$ cat config.mk
export PLATFORM = sky130hd
export DESIGN_NAME = decode_stage
export DESIGN_NICKNAME = d
export VERILOG_FILES = /design/src/rtl/decode_stage.sv
export SDC_FILE = /design/constraint.sdc
export NUM_CORES = 1
export LEC_CHECK = 0
export BUFFER_PORTS_ARGS = -buffer_cell sky130_fd_sc_hd__buf_4
export CORE_UTILIZATION = 50
export DETAILED_ROUTE_END_ITERATION = 12
export GPL_ROUTABILITY_DRIVEN = 0
export GPL_TIMING_DRIVEN = 0
export PLACE_DENSITY = 0.8
export SYNTH_ARGS = -nofsm -noshare
export SYNTH_HDL_FRONTEND = slang
export SYNTH_SLANG_ARGS = --single-unit
$ cat constraint.sdc
create_clock -name clk -period 5.5 [get_ports clk]
set_input_delay 1.1 -clock clk [delete_from_list [all_inputs] [get_ports clk]]
set_output_delay 1.1 -clock clk [all_outputs]
set_load 0.1 [all_outputs]
$ cat src/rtl/decode_stage.sv
// RV32I/RV32IM decode stage: decodes on the push edge and buffers decoded
// entries in a DEPTH-deep FIFO with valid/ready handshakes on both sides.
module decode_stage #(
    parameter int XLEN     = 32,
    parameter int DEPTH    = 2,
    parameter bit ENABLE_M = 1'b0
) (
    input  logic            clk,
    input  logic            rst,
    input  logic            in_valid,
    output logic            in_ready,
    input  logic [31:0]     instr,
    input  logic [XLEN-1:0] pc,
    output logic            out_valid,
    input  logic            out_ready,
    output logic [XLEN-1:0] pc_out,
    output logic [4:0]      rd,
    output logic [4:0]      rs1,
    output logic [4:0]      rs2,
    output logic [XLEN-1:0] immed,
    output logic [2:0]      immedSrc,
    output logic [4:0]      aluOp,
    output logic            illegal
);
    localparam int PW = (DEPTH > 1) ? $clog2(DEPTH) : 1;
    localparam int CW = $clog2(DEPTH + 1);

    localparam logic [6:0] OPC_LUI    = 7'b0110111;
    localparam logic [6:0] OPC_AUIPC  = 7'b0010111;
    localparam logic [6:0] OPC_JAL    = 7'b1101111;
    localparam logic [6:0] OPC_JALR   = 7'b1100111;
    localparam logic [6:0] OPC_BRANCH = 7'b1100011;
    localparam logic [6:0] OPC_LOAD   = 7'b0000011;
    localparam logic [6:0] OPC_STORE  = 7'b0100011;
    localparam logic [6:0] OPC_OP_IMM = 7'b0010011;
    localparam logic [6:0] OPC_OP     = 7'b0110011;
    localparam logic [6:0] OPC_SYSTEM = 7'b1110011;

    localparam logic [2:0] SRC_I = 3'd0;
    localparam logic [2:0] SRC_S = 3'd1;
    localparam logic [2:0] SRC_B = 3'd2;
    localparam logic [2:0] SRC_U = 3'd3;
    localparam logic [2:0] SRC_J = 3'd4;

    localparam logic [4:0] ALU_ADD  = 5'd0;
    localparam logic [4:0] ALU_SUB  = 5'd1;
    localparam logic [4:0] ALU_SLL  = 5'd2;
    localparam logic [4:0] ALU_SLT  = 5'd3;
    localparam logic [4:0] ALU_SLTU = 5'd4;
    localparam logic [4:0] ALU_XOR  = 5'd5;
    localparam logic [4:0] ALU_SRL  = 5'd6;
    localparam logic [4:0] ALU_SRA  = 5'd7;
    localparam logic [4:0] ALU_OR   = 5'd8;
    localparam logic [4:0] ALU_AND  = 5'd9;
    localparam logic [4:0] ALU_MUL  = 5'd10;

    typedef struct packed {
        logic [XLEN-1:0] pc;
        logic [4:0]      rd;
        logic [4:0]      rs1;
        logic [4:0]      rs2;
        logic [XLEN-1:0] immed;
        logic [2:0]      src;
        logic [4:0]      alu;
        logic            illegal;
    } entry_t;

    function automatic logic [XLEN-1:0] sext(input logic [31:0] v);
        return XLEN'($signed(v));
    endfunction

    function automatic logic [4:0] base_op(input logic [2:0] f3);
        case (f3)
            3'b000:  return ALU_ADD;
            3'b001:  return ALU_SLL;
            3'b010:  return ALU_SLT;
            3'b011:  return ALU_SLTU;
            3'b100:  return ALU_XOR;
            3'b101:  return ALU_SRL;
            3'b110:  return ALU_OR;
            default: return ALU_AND;
        endcase
    endfunction

    function automatic logic [PW-1:0] inc(input logic [PW-1:0] p);
        return (p == PW'(DEPTH - 1)) ? '0 : p + PW'(1);
    endfunction

    logic [6:0]  opcode;
    logic [2:0]  func3;
    logic [6:0]  func7;
    logic [31:0] imm_i, imm_s, imm_b, imm_u, imm_j;
    entry_t      dec;

    assign opcode = instr[6:0];
    assign func3  = instr[14:12];
    assign func7  = instr[31:25];
    assign imm_i  = {{20{instr[31]}}, instr[31:20]};
    assign imm_s  = {{20{instr[31]}}, instr[31:25], instr[11:7]};
    assign imm_b  = {{19{instr[31]}}, instr[31], instr[7], instr[30:25], instr[11:8], 1'b0};
    assign imm_u  = {instr[31:12], 12'b0};
    assign imm_j  = {{11{instr[31]}}, instr[31], instr[19:12], instr[20], instr[30:21], 1'b0};

    always_comb begin
        dec     = '0;
        dec.pc  = pc;
        dec.rd  = instr[11:7];
        dec.rs1 = instr[19:15];
        dec.rs2 = instr[24:20];
        case (opcode)
            OPC_LUI, OPC_AUIPC: begin
                dec.src   = SRC_U;
                dec.immed = sext(imm_u);
            end
            OPC_JAL: begin
                dec.src   = SRC_J;
                dec.immed = sext(imm_j);
            end
            OPC_JALR, OPC_LOAD: begin
                dec.src   = SRC_I;
                dec.immed = sext(imm_i);
            end
            OPC_STORE: begin
                dec.src   = SRC_S;
                dec.immed = sext(imm_s);
            end
            OPC_BRANCH: begin
                dec.src   = SRC_B;
                dec.immed = sext(imm_b);
                dec.alu   = ALU_SUB;
            end
            OPC_OP_IMM: begin
                dec.src   = SRC_I;
                dec.immed = sext(imm_i);
                dec.alu   = base_op(func3);
                // Shift immediates carry func7 in the upper imm bits; only SRAI may set bit 30.
                if (func3 == 3'b001 && func7 != 7'b0000000)
                    dec.illegal = 1'b1;
                else if (func3 == 3'b101) begin
                    if (func7 == 7'b0100000)      dec.alu     = ALU_SRA;
                    else if (func7 != 7'b0000000) dec.illegal = 1'b1;
                end
            end
            OPC_OP: begin
                case (func7)
                    7'b0000000: dec.alu = base_op(func3);
                    7'b0100000: begin
                        if (func3 == 3'b000)      dec.alu     = ALU_SUB;
                        else if (func3 == 3'b101) dec.alu     = ALU_SRA;
                        else                      dec.illegal = 1'b1;
                    end
                    7'b0000001: begin
                        if (ENABLE_M) dec.alu     = ALU_MUL + {2'b00, func3};
                        else          dec.illegal = 1'b1;
                    end
                    default: dec.illegal = 1'b1;
                endcase
            end
            OPC_SYSTEM: ;
            default: dec.illegal = 1'b1;
        endcase
        if (dec.illegal) begin
            dec.immed = '0;
            dec.alu   = ALU_ADD;
            dec.src   = SRC_I;
        end
    end

    entry_t        mem [DEPTH];
    entry_t        head;
    logic [PW-1:0] wptr, rptr;
    logic [CW-1:0] count;
    logic          push, pop;

    assign in_ready  = (count != CW'(DEPTH));
    assign out_valid = (count != '0);
    assign push      = in_valid && in_ready;
    assign pop       = out_valid && out_ready;

    always_ff @(posedge clk) begin
        if (rst) begin
            wptr  <= '0;
            rptr  <= '0;
            count <= '0;
            for (int i = 0; i < DEPTH; i++) mem[i] <= '0;
        end else begin
            if (push) begin
                mem[wptr] <= dec;
                wptr      <= inc(wptr);
            end
            if (pop) rptr <= inc(rptr);
            if (push && !pop)      count <= count + CW'(1);
            else if (pop && !push) count <= count - CW'(1);
        end
    end

    assign head     = mem[rptr];
    assign pc_out   = head.pc;
    assign rd       = head.rd;
    assign rs1      = head.rs1;
    assign rs2      = head.rs2;
    assign immed    = head.immed;
    assign immedSrc = head.src;
    assign aluOp    = head.alu;
    assign illegal  = head.illegal;
endmodule

==> impl_metrics.json <==
{
  "core_area_um2": 16500,
  "reg2reg_depth": 5,
  "clockBufferDepth": 2,
  "io_pins": 158,
  "layout.nets": 849,
  "io_buffers": 153,
  "antenna_cells": 0,
  "finalSetupViolations": 0,
  "rr_endpoint": "mem[1][64]",
  "dieWidth_um": 132,
  "setup_tns_ns": 0,
  "fmax_mhz": 265,
  "fin_worst_skew_ns": 0.00425,
  "worst-endpoint-arrival_ns": 2.67,
  "post-place-cells": 981,
  "drv_slew": 0,
  "postSynthNetCount": 673,
  "postSynthAreaPerCell_um2": 14.0,
  "hold_class": "reg2reg",
  "finalHoldWorstSlack_ns": 0.508,
  "grt_pass1_wl_um": 29600,
  "rows": 47,
  "route.met3.wl_um": 1180,
  "path_max_fanout": 10,
  "ys_async_sr_fraction": 0,
  "die_y_um": 132,
  "r2r_start": "count[0]",
  "wl_um": 19000,
  "clock_latency_ns": 0.43,
  "grt_setup_unrepaired": "no",
  "numCtsBuffers": 17,
  "grt.total_usage": 0.225,
  "area_growth_pct": 25.5,
  "synth.distinct_cells": 66,
  "critical_path_class": "reg2out",
  "ys_ff_latch": 179,
  "grt_pass1_vias": 5614,
  "leakage_uw": 0.00414,
  "crit_chain": "clkbuf_1, clkbuf_1, buf_2, mux2_2, buf_4",
  "hold_start": "rptr",
  "holdPathStages": 2,
  "status": "complete, no violations",
  "post-cts-setup-buffers": 0,
  "rrSetupSlack_ns": 3.12,
  "grt_overflow_total": 0,
  "route.met2.wl_um": 9390,
  "fin_cells": 1013,
  "start_util": 0.510,
  "first_pass_iters": 5,
  "synth_flop_cell": "edfxtp_1",
  "antenna_found_initial": 0,
  "power_density_nw_per_um2": 524,
  "tightest_slew_ns": 0.853,
  "cts_hold_buf": 0,
  "dr_total_vias": 5534,
  "hold_viol_final": 0,
  "die-area_um2": 17400,
  "clock-sinks": 179,
  "drc": 0,
  "post_cts_resized": 0,
  "fin_util": 0.640,
  "wl_met1_um": 7860,
  "fin_crit_ns": 3.77,
  "worst_ep_required_time_ns": 4.40,
  "grt_max_degree": 58,
  "syn_inst": 604,
  "worstSetupStartpointType": "flip-flop",
  "cap_violations": 0,
  "cts_tree": "done",
  "crit_slowest_cell": "clkbuf_1",
  "num-fill-cells": 1255,
  "slew-limit-headroom": 0.431,
  "drtIter0Drc": 431,
  "endpoint_kind": "output port",
  "yosysSeqAreaShare": 0.632,
  "drive_gt1_frac": 0.417,
  "path_clk_slew_ns": 0.06,
  "crit_top_cell": "clkbuf_1",
  "synth_area_um2": 8430,
  "vias_per_cell": 5.46,
  "postRouteAntennaNets": 0,
  "max_stage_delay_ns": 0.68,
  "dp_hpwl_um": 13300,
  "routedWlPerCell_um": 18.8,
  "highest_layer": "met4",
  "peakVddDrop_v": 0.000313,
  "yosysWarnings": 0,
  "root_buffer": "clkbuf_16",
  "synth_edf_count": 174,
  "htreeDepth": 4,
  "fin_crit_sh": 0.685
}
cell usage after synthesis, types with 7 or more instances:
master    instances  share of area
and2_1          101          0.075
nand3_1           7         0.0042
nand2_1          20         0.0089
a21oi_1          29          0.017
buf_2             9         0.0053
nor2_1           43          0.019
o21ai_0           7         0.0042
mux2_2           87           0.12
clkbuf_1         11         0.0049
a21oi_2           7         0.0073
edfxtp_1        174           0.62
report_power, final:
part           switching, uW  internal, uW
Sequential              50.7          1700
Clock                    501           757
Combinational           1950           588
through the flow:
step           total power, uW  cell area, um^2  setup WS [ns]
2_1_floorplan             3790             8440           1.34
3_3_place_gp              4290             9860         -0.123
3_5_place_dp              4320             9960           2.16
4_1_cts                   5570            10600           1.69
5_1_grt                   5690            10600           1.57
6_report                  5550            10600           1.73
critical path, delay by kind of cell (launching register included):
| kind | cells | cell delay, ns |
|---|---|---|
| buffers and inverters | 4 | 1.53 |
| muxes | 1 | 0.38 |
| DFF | 1 | 0.31 |
worst max path at each step:
stage,startpoint,end,slack (ns),depth (start not counted)
after floorplan,rst,mem[1][0],1.34,4
after global placement,rst,mem[1][85],-0.12,5
after detailed placement,flip-flop,pc_out[22],2.16,5
after CTS,flip-flop,pc_out[22],1.69,5
after global routing,flip-flop,pc_out[22],1.57,5
final,flip-flop,pc_out[22],1.73,5
registers in the layout, summed over array words and instances (netlist names), named ones only:
register	count
count	2
wptr	1
mem	174
rptr	1
cell families (layout without fill, tap and decap cells):
family	after synthesis	in the layout	synth area share
AND/OR/NAND/NOR	224	224	0.164
buffers and inverters	42	231	0.0292
multiplexers	87	87	0.116
AO/OA/AOI/OAI	63	63	0.0500
flip-flops	179	179	0.632
XOR/XNOR	7	7	0.00727
adder cells (fa/ha/maj)	1	1	0.00148
other	1	1	0.000445
area by class of cell:
class	count	area (um^2)	share of cell area
inverters	5	18.8	0.00177
plain buffers	37	228	0.0215
multi-input cells	383	2880	0.272
well taps	220	275	0.0260
repair buffers	157	1240	0.117
clock inverters	14	188	0.0177
flip-flops and latches	179	5330	0.503
clock buffers	18	429	0.0406
routing by layer:
layer  global-route usage  vias up
met5                    0        -
li1                     -     2546
met3               0.0450       48
met1                0.283     2692
met4                0.107        0
met2                0.375      248
layout by cell type, fill, tap and decap left out, types with 3 or more instances in the layout:
cell type   Yosys  routed
a21oi_1        29      29
a21oi_2         7       7
a22oi_1         4       4
and2_1        101     101
and2_2          3       3
and4_1          4       4
buf_1           5       5
buf_12          0       3
buf_2           9       9
buf_4           1     154
buf_6           4       4
bufinv_16       0       4
clkbuf_1       11      12
clkbuf_16       0      17
clkbuf_2        3       3
clkbuf_8        4       4
clkinv_2        0       3
clkinv_4        0       3
clkinvlp_4      0       3
dfxtp_1         5       5
edfxtp_1      174     174
inv_1           5       5
mux2_2         87      87
nand2_1        20      20
nand3_1         7       7
nor2_1         43      43
nor2_2          4       4
nor2b_1         5       5
nor3_1          5       5
nor3b_2         3       3
o21ai_0         7       7
or3_1           3       3
xor2_1          5       5
(Power assumes the default switching activity.)
